===== config.mk =====
export PLATFORM = sky130hd
export DESIGN_NAME = credit_vc_tx_arb
export DESIGN_NICKNAME = d
export VERILOG_FILES = /design/src/rtl/credit_vc_tx_arb.sv
export SDC_FILE = /design/constraint.sdc
export NUM_CORES = 1
export LEC_CHECK = 0
export ABC_AREA = 1
export BUFFER_PORTS_ARGS = -buffer_cell sky130_fd_sc_hd__buf_4
export CORE_MARGIN = 4
export CORE_UTILIZATION = 45
export DETAILED_ROUTE_END_ITERATION = 8
export GPL_ROUTABILITY_DRIVEN = 1
export PLACE_DENSITY = 0.84
export SLEW_MARGIN = 30
export SYNTH_ARGS = -nofsm -noshare
export SYNTH_HDL_FRONTEND = slang
export SYNTH_SLANG_ARGS = --single-unit

===== constraint.sdc =====
create_clock -name clk -period 2.23 [get_ports clk]
set_input_delay 0.1115 -clock clk [delete_from_list [all_inputs] [get_ports clk]]
set_output_delay 0.1115 -clock clk [all_outputs]
set_load 0.01 [all_outputs]

===== src/rtl/credit_vc_tx_arb.sv =====
// Purpose : credit-based output-port transmitter; arbitrates VC_W flit streams onto one link.
// Latency : 1 cycle from accept (i_v & ~i_b) to o_d/o_vc_target.
// Backpr. : i_b[v] is low only for the single granted VC; no grant without a downstream credit.
//
// Ports:
//   clk, rst_n    clock, asynchronous active-low reset
//   i_v/i_d/i_b   per-VC flit valid / flit {last, addr, data} / backpressure
//   o_d           registered output flit
//   o_vc_target   registered one-hot VC of o_d (all-zero = idle)
//   credit_gnt    per-VC credit return from downstream
//   o_credits     registered per-VC credit counters
//   o_credit_err  sticky flag: credit returned into a full counter
module credit_vc_tx_arb #(
  parameter int A_W           = 8,
  parameter int D_W           = 16,
  parameter int VC_W          = 2,
  parameter int VC_FIFO_DEPTH = 4,
  parameter int FAIR_VC_ARB   = 0,
  parameter int PKT_LOCK      = 0,
  localparam int FW           = A_W + D_W + 1,
  localparam int CW           = $clog2(VC_FIFO_DEPTH)
) (
  input  logic                     clk,
  input  logic                     rst_n,
  input  logic [VC_W-1:0]          i_v,
  input  logic [VC_W-1:0][FW-1:0]  i_d,
  output logic [VC_W-1:0]          i_b,
  output logic [FW-1:0]            o_d,
  output logic [VC_W-1:0]          o_vc_target,
  input  logic [VC_W-1:0]          credit_gnt,
  output logic [VC_W-1:0][CW-1:0]  o_credits,
  output logic                     o_credit_err
);

  localparam int PW = (VC_W > 1) ? $clog2(VC_W) : 1;
  localparam logic [CW-1:0] CRED_MAX = CW'(VC_FIFO_DEPTH - 1);

  // run_q holds off arbitration until the first edge after reset release,
  // so nothing is accepted or emitted on that edge.
  logic                     run_q;
  logic [VC_W-1:0][CW-1:0]  cnt_q, cnt_d;
  logic [PW-1:0]            ptr_q, ptr_d;
  logic                     lock_q, lock_d;
  logic [PW-1:0]            lock_vc_q, lock_vc_d;
  logic [FW-1:0]            o_d_q, o_d_d;
  logic [VC_W-1:0]          vc_q, vc_d;
  logic                     err_q, err_d;

  logic [VC_W-1:0]          elig;
  logic [VC_W-1:0]          rot;
  logic [VC_W-1:0]          grant;
  logic                     hit;
  logic [PW-1:0]            off;
  logic [PW:0]              sum;
  logic [PW:0]              nxt;
  logic [PW-1:0]            gidx;
  logic                     acc;

  // Eligibility: valid, at least one credit, and not shut out by a held lock.
  always_comb begin
    elig = '0;
    for (int v = 0; v < VC_W; v++) begin
      elig[v] = run_q & i_v[v] & (cnt_q[v] != '0) &
                (~lock_q | (lock_vc_q == PW'(v)));
    end
  end

  // Arbitration: rotate the request vector so the search always starts at
  // bit 0, pick the first hit, then rotate the offset back into a VC index.
  always_comb begin
    if (FAIR_VC_ARB != 0 && VC_W > 1) begin
      rot = VC_W'({elig, elig} >> ptr_q);
    end else begin
      rot = elig;
    end
    hit = 1'b0;
    off = '0;
    for (int k = 0; k < VC_W; k++) begin
      if (!hit && rot[k]) begin
        hit = 1'b1;
        off = PW'(k);
      end
    end
    if (FAIR_VC_ARB != 0) begin
      sum = {1'b0, ptr_q} + {1'b0, off};
    end else begin
      sum = {1'b0, off};
    end
    if (sum >= (PW+1)'(VC_W)) begin
      sum = sum - (PW+1)'(VC_W);
    end
    gidx  = sum[PW-1:0];
    grant = hit ? (VC_W'(1) << gidx) : '0;
  end

  assign acc = |grant;

  always_comb begin
    ptr_d     = ptr_q;
    lock_d    = lock_q;
    lock_vc_d = lock_vc_q;
    err_d     = err_q;
    cnt_d     = cnt_q;
    vc_d      = grant;

    // One-hot grant selects the flit with an AND-OR mux; zero when idle.
    o_d_d = '0;
    for (int v = 0; v < VC_W; v++) begin
      o_d_d = o_d_d | (i_d[v] & {FW{grant[v]}});
    end

    nxt = {1'b0, gidx} + (PW+1)'(1);
    if (nxt >= (PW+1)'(VC_W)) begin
      nxt = '0;
    end
    if (acc && FAIR_VC_ARB != 0) begin
      ptr_d = nxt[PW-1:0];
    end

    // A non-last flit locks (or keeps) the link for its VC; a last flit frees it.
    if (PKT_LOCK != 0 && acc) begin
      lock_d    = ~o_d_d[FW-1];
      lock_vc_d = gidx;
    end

    // Send and return in the same cycle cancel; a return into a full counter
    // saturates and raises the sticky error.
    for (int v = 0; v < VC_W; v++) begin
      if (credit_gnt[v] && !grant[v]) begin
        if (cnt_q[v] == CRED_MAX) begin
          err_d = 1'b1;
        end else begin
          cnt_d[v] = cnt_q[v] + CW'(1);
        end
      end else if (grant[v] && !credit_gnt[v]) begin
        cnt_d[v] = cnt_q[v] - CW'(1);
      end
    end
  end

  always_ff @(posedge clk or negedge rst_n) begin
    if (!rst_n) begin
      run_q     <= 1'b0;
      cnt_q     <= {VC_W{CRED_MAX}};
      ptr_q     <= '0;
      lock_q    <= 1'b0;
      lock_vc_q <= '0;
      o_d_q     <= '0;
      vc_q      <= '0;
      err_q     <= 1'b0;
    end else begin
      run_q     <= 1'b1;
      cnt_q     <= cnt_d;
      ptr_q     <= ptr_d;
      lock_q    <= lock_d;
      lock_vc_q <= lock_vc_d;
      o_d_q     <= o_d_d;
      vc_q      <= vc_d;
      err_q     <= err_d;
    end
  end

  assign i_b          = ~grant;
  assign o_d          = o_d_q;
  assign o_vc_target  = vc_q;
  assign o_credits    = cnt_q;
  assign o_credit_err = err_q;

endmodule


==> results.md, run 1 <==
| Item | Value |
| --- | --- |
| Result of the run | completed |
| Per-cell via count in the routed design | 4.76 |
| Post-synthesis sequential area ratio | 0.587 |
| Maximum frequency from static timing analysis | 515 MHz |
| Cell family contributing the most delay on the critical path | buffers and inverters |
| Clock network latency to the later pin of the worst-skew pair | 330 ps |
| Share of synthesized registers carrying an async set or reset | 1.00 |
| Syn. warnings | 0 |
| First-pass GRT wire length | 8650 um |
| Library cell with the largest summed area after synthesis | dfrtp_1 |
| Final worst path period share | 0.870 |
| Post-synth top flop | dfrtp_1 |
| Crit path max-delay cell type | dfstp_2 |
| Shortest period the worst path allows | 1940 ps |
| Buffers plus inverters on the worst setup path | 3 |
| Input/output buffers | 89 |
| WP data arrival | 2210 ps |
| Number of standard-cell rows in the floorplan | 20 |
| Max-Cap Viols | 0 |
| Number of nets in the final layout | 349 |
| Root Buffer | clkbuf_4 |
| Power per Cell Area | 613 nW/um^2 |
| Maximum vdd drop | 0.467 mV |
| Area fraction of the dominant cell type after synthesis | 0.513 |
| Worst setup path class | flip-flop to flip-flop |
| Die span in y | 64.1 um |
| CP endpoint kind | flip-flop |
| Hold crit path type | input pin to flip-flop |
| Depth of the CTS H-tree | 2 |
| Ordered list of cells on the worst path | inv_2 -> nand2_2 -> nand2_4 -> inv_2 -> nand2_1 -> nand2_1 -> dlygate4sd3_1 |
| Syn Inst Count | 152 |
| Endpoints failing hold | 0 |
| Post-Route Skew | 12.5 ps |
| Global route overflow | 0 |
| Total DRC errors in the routed layout | 0 |
| Number of enable flip-flop cells after synthesis | 0 |
| Ratio of cells with drive above 1 in the final layout | 0.432 |
| Total of cells resized after clock tree synthesis | 0 |
| Unrepaired setup endpoints after global routing | no |
| Total wirelength of the detailed-routed design | 5270 um |
| Final Max Slew Viols | 0 |
| Total standard cell area after synthesis | 1420 sq um |
| Setup violations, final | 0 |
| Clock buffer depth | 2 |
| Met2 layer usage reported by global route | 0.517 |
| Avg Synthesized Cell Area | 9.31 sq um |
| Sum of negative setup slack | 0 ps |
| ANT cells | 0 |
| Final hold slack | 8.16 ps |
| Antenna violation net count after detailed routing | 0 |
| Global routing usage on met3 | 0.0545 |
| Library cells used by synthesis | 21 |
| CTS tree | built |
| Data required time of the worst path | 2500 ps |
| Total Routing Usage GR | 0.280 |
| Multi-input logic area | 493 sq um |
| Flops & latches, synth | 33 |
| Clock transition at the registers of the reported paths | 100 ps |
| Synth top area cells | dfrtp_1 (51%), nand2_1 (19%), nand2_2 (8.4%) |
| Leakage power total | 1.47 nW |
| Placeable core region | 3030 sq um |
| Final routed wire length divided by cell count | 15.6 um |
| Sequential cell area in the final layout | 831 sq um |
| Count of pins on the block boundary | 90 |
| Area growth from synthesis to layout | 86.4% |
| Initial antenna violation count | 0 |
| Die area | 4110 sq um |
| Die width | 64.1 um |
| Clock sink count | 33 |
| Number of global-route vias before repair | 1,761 |
| Starting utilization of the core area | 0.467 |
| Fill cell instance count of the final layout | 142 |
| Router iterations before antenna repair | 5 |
| Kind of start point of the critical path | flip-flop |
| Delay of the slowest cell on the worst path | 570 ps |
| Global routing's busiest layer | met2 |
| Clock buffers created by TritonCTS | 5 |
| Placed wire-length estimate after detailed placement | 2800 um |
| Overall via count from detail_route | 1,610 |
| Worst Path Max Fanout | 26 |
| Net count after synthesis | 208 |
| Met1 demand-to-capacity share in global routing | 0.293 |
| First-iteration detailed-routing DRC count | 74 |
| Pin count of the biggest net entering global routing | 34 |
| Final weighted congestion in routability-driven placement | 0.767 |
-- per-layer routing --
metal,wire [um],vias up,share of wire
li1,-,737,-
met1,1910,768,0.36
met2,2820,76,0.54
met3,263,29,0.050
met4,276,0,0.052
met5,0,-,0
-- cells in the mapped netlist (2+ instances only) --
| cell | number |
|---|---|
| dfrtp_1 | 29 |
| inv_1 | 4 |
| buf_4 | 2 |
| nand2_2 | 19 |
| o21ai_0 | 2 |
| nand3_1 | 3 |
| dfstp_2 | 4 |
| inv_2 | 4 |
| nand2_4 | 2 |
| o21bai_1 | 2 |
| nand2_1 | 71 |
-- kinds of logic after synthesis --
family	after synthesis	synth area share
DFF	33	0.587
buffers and inverters	13	0.0645
and+or+nand+nor	99	0.319
AOI/OAI and AO/OA	6	0.0265
other	1	0.00265
-- worst reg2reg max path, delay by kind of cell, from the launching register on --
kind                   cells  cell delay (ps)
buffers and inverters      3              930
flip-flops                 1              570
AND/OR/NAND/NOR            4              390
-- state kept, by name, indices dropped and copies added, names as in the netlist --
register      count
o_credit_err      1
o_credits         4
o_d              25
o_vc_target       2
run_q             1
-- path summary, 6_finish.rpt --
check,startpoint,to,slack (ps),cells past startpoint
setup / recovery,o_credits[0],o_d[2],290,7
hold / removal,i_d[21],o_d[21],8,3
setup reg to reg,o_credits[0],o_d[2],290,7
hold reg to reg,o_credits[3],o_credits[3],510,2
max in group asynchronous,rst_n,o_credits[0],1630,2
min in group asynchronous,rst_n,o_d[10],250,2
-- final cells by class --
cell class | instances | area share
multi-input combinational | 106 | 0.187
tap | 44 | 0.0209
inverter | 9 | 0.0157
sequential | 33 | 0.315
timing repair buffer | 138 | 0.439
clock buffer | 8 | 0.0223
-- power breakdown --
group	internal, mW	total [mW]	switching, mW
sequential	0.686	0.735	0.0495
clock	0.156	0.350	0.195
combinational	0.285	0.531	0.246
-- layout by cell type, fill, tap and decap left out, types with 2 or more instances in the layout --
master	n
nand2_2	19
nand3_1	3
clkbuf_4	5
buf_4	89
nand2_1	71
inv_2	4
inv_1	4
o21ai_0	2
dfstp_2	4
o21bai_1	2
nand2_4	2
dlygate4sd3_1	49
dfrtp_1	29
clkbuf_1	2
-- repair_timing --
item                      4_1_cts  5_1_grt
hold buffers                   49        0
buffers inserted                0        0
hold endpoints to repair       54        0
-- per-stage QoR --
step	worst slack [ps]	util	area, sq um	std cells	power (mW)
after floorplan	972	-	1420	152	0.944
after global placement	911	0.690	2090	281	1.15
after detailed placement	848	0.690	2090	281	1.17
after CTS	320	0.871	2640	338	1.60
after global routing	143	0.871	2640	338	1.70
final	290	0.871	2640	338	1.62
No activity file was read; power rests on OpenSTA's default activity.
==> run 2, diff against run 1 <==
Settings changed: CORE_ASPECT_RATIO from default to 0.8.
Clock period 2.23 ns to 2.5 ns, I/O delays scaled along.
==> run 2 against run 1 <==
Against the previous run: total power shrank 11%; first-iteration DRC count grew 19%; via count shrank 19%; routed wire length shrank 29%; cell area shrank 17%; sequential share of layout area grew 6.6 points; combinational power shrank 29%.
==> results.md, run 2 (synthesized netlist as in run 1, its figures left out) <==
| Item | Value | Change |
| --- | --- | --- |
| Result of the run | completed |  |
| Power per Cell Area | 657 nW/um^2 | +7.2% |
| Input/output buffers | 89 | unchanged |
| Launching instance or port of the critical path | o_credits[2] |  |
| Die area | 4110 sq um | +0.14% |
| Unrepaired setup endpoints after global routing | no |  |
| Fill cell instance count of the final layout | 242 | +70% |
| Depth of the CTS H-tree | 2 | unchanged |
| Clock network latency to the later pin of the worst-skew pair | 280 ps | -50 ps |
| Clock transition at the registers of the reported paths | 60 ps | -40 ps |
| First-iteration detailed-routing DRC count | 88 | +19% |
| Antenna violation net count after detailed routing | 0 | unchanged |
| Clock buffers created by TritonCTS | 5 | unchanged |
| Area growth from synthesis to layout | 54.1% |  |
| Final worst path period share | 0.570 |  |
| Count of buffers added by post-CTS timing repair for setup | 0 | unchanged |
| Root Buffer | clkbuf_8 |  |
| Most frequent standard cell in the layout excluding fill and tap cells | buf_4 |  |
| Endpoints failing hold | 0 | unchanged |
| Setup violations, final | 0 | unchanged |
| Data required time of the worst path | 2380 ps | -120 ps |
| CTS tree | built |  |
| CP endpoint kind | primary output |  |
| Placeable core region | 2870 sq um | -5.2% |
| Final weighted congestion in routability-driven placement | 0.777 | +1.3% |
| Number of standard-cell rows in the floorplan | 17 | -15% |
| Total wirelength of the detailed-routed design | 3740 um | -29% |
| Leakage power total | 1.24 nW | -15% |
| Die span in y | 58.2 um | -9.2% |
| Sum of negative setup slack | 0 ps | unchanged |
| Overall via count from detail_route | 1,298 | -19% |
| Reg-to-Reg End | o_d[17] |  |
| Number of global-route vias before repair | 1,356 | -23% |
| Finished Core Util | 0.759 | -0.112 |
| Post-route insts no fill | 284 | -16% |
| Count of pins on the block boundary | 90 | unchanged |
| Max-Cap Viols | 0 | unchanged |
| Depth of the worst register-to-register path | 6 | -1 |
| Cell Count Post-Placement | 275 | -2.1% |
| First-pass GRT wire length | 5850 um | -32% |
| Clock buffer depth | 2 | unchanged |
| Largest register FFs | 25 | unchanged |
| Pin count of the biggest net entering global routing | 34 | unchanged |
| Origin of the worst min-delay path | i_d[32] |  |
| Top library cells by usage in the layout, fill and taps aside | buf_4 (89), nand2_1 (71), dfrtp_1 (29) |  |
| Number of nets in the final layout | 301 | -14% |
| Worst setup path class | flip-flop to primary output |  |
| Kind of start point of the critical path | flip-flop |  |
| Final Max Slew Viols | 0 | unchanged |
| Placed wire-length estimate after detailed placement | 2900 um | +3.5% |
| Critical Path Sink | i_b[1] |  |
| Worst reg2reg setup slack | 1140 ps | +850 ps |
| Maximum frequency from static timing analysis | 701 MHz |  |
| Router iterations before antenna repair | 4 | -1 |
| Maximum vdd drop | 0.372 mV | -20% |
| Initial antenna violation count | 0 | unchanged |
| Clock sink count | 33 | unchanged |
| Total Power | 1.43 mW | -11% |
| WP data arrival | 1300 ps | -910 ps |
| Global route overflow | 0 | unchanged |
| Total Routing Usage GR | 0.186 | -0.0948 |
| Post-Route Skew | 4.87 ps | -7.60 ps |
| Hold crit path type | input pin to flip-flop |  |
| Total DRC errors in the routed layout | 0 | unchanged |
| Die width | 70.7 um | +10% |
| ANT cells | 0 | unchanged |
| Reg-to-reg startpoint | o_credits[0] |  |
| Starting utilization of the core area | 0.493 | +0.0255 |
| Ratio of cells with drive above 1 in the final layout | 0.516 | +0.0843 |
| Final routed wire length divided by cell count | 13.2 um | -15% |
| Per-cell via count in the routed design | 4.57 | -4.0% |
| Worst Path Max Fanout | 6 | -77% |
| Shortest period the worst path allows | 1430 ps |  |
-- run 2: changes by cell type in the layout (fill, tap and decap cells not counted), sizes merged --
cell | before | now
dlygate4sd3 | 49 | 1
-- run 2: metrics by stage --
step                      instance area [sq um]  setup slack (ps)  hold WS [ps]
after floorplan                            1420              1240          -171
final                                      2180              1070          35.4
after global placement                     2080              1200          81.5
after global routing                       2180              1030          31.9
after CTS                                  2180              1070          27.5
after detailed placement                   2080              1150          82.1
-- run 2: where the power goes --
group          leakage, nW  internal [mW]  switching [mW]
clock               0.0455          0.224           0.177
combinational        0.779          0.185           0.193
sequential           0.417          0.613          0.0412
-- run 2: per-layer routing --
layer,share of wire,global-route usage
met5,0,0
met4,0.010,0.0563
met3,0.11,0.0884
met2,0.53,0.334
met1,0.35,0.193
-- run 2: cell type report --
type	count	area [sq um]	area share
inverter	9	41.3	0.0189
multi-input combinational	106	493	0.226
tap	38	47.5	0.0218
timing repair buffer	90	678	0.311
sequential	33	831	0.381
clock buffer	8	90.1	0.0413
-- run 2: what timing repair did --
action / 4_1_cts / 5_1_grt
hold buffers: 1 / 0
resized for setup: 0 / 0
hold endpoints to repair: 29 / 0
-- run 2: worst min-delay path by stage --
stage / to / slack (ps) / cells after the start
floorplan: o_credit_err / -170 / 0
global placement: o_credit_err / 80 / 1
detailed placement: o_d[3] / 80 / 1
CTS: o_d[20] / 30 / 3
global route: o_d[23] / 30 / 3
finish: o_d[7] / 40 / 3
-- run 2: worst max-delay path, cell delays in order (launching register included) --
cell and delay, ps:
dfstp_2 590, nor2_2 70, nor2_4 110, nand2_4 100, buf_4 150
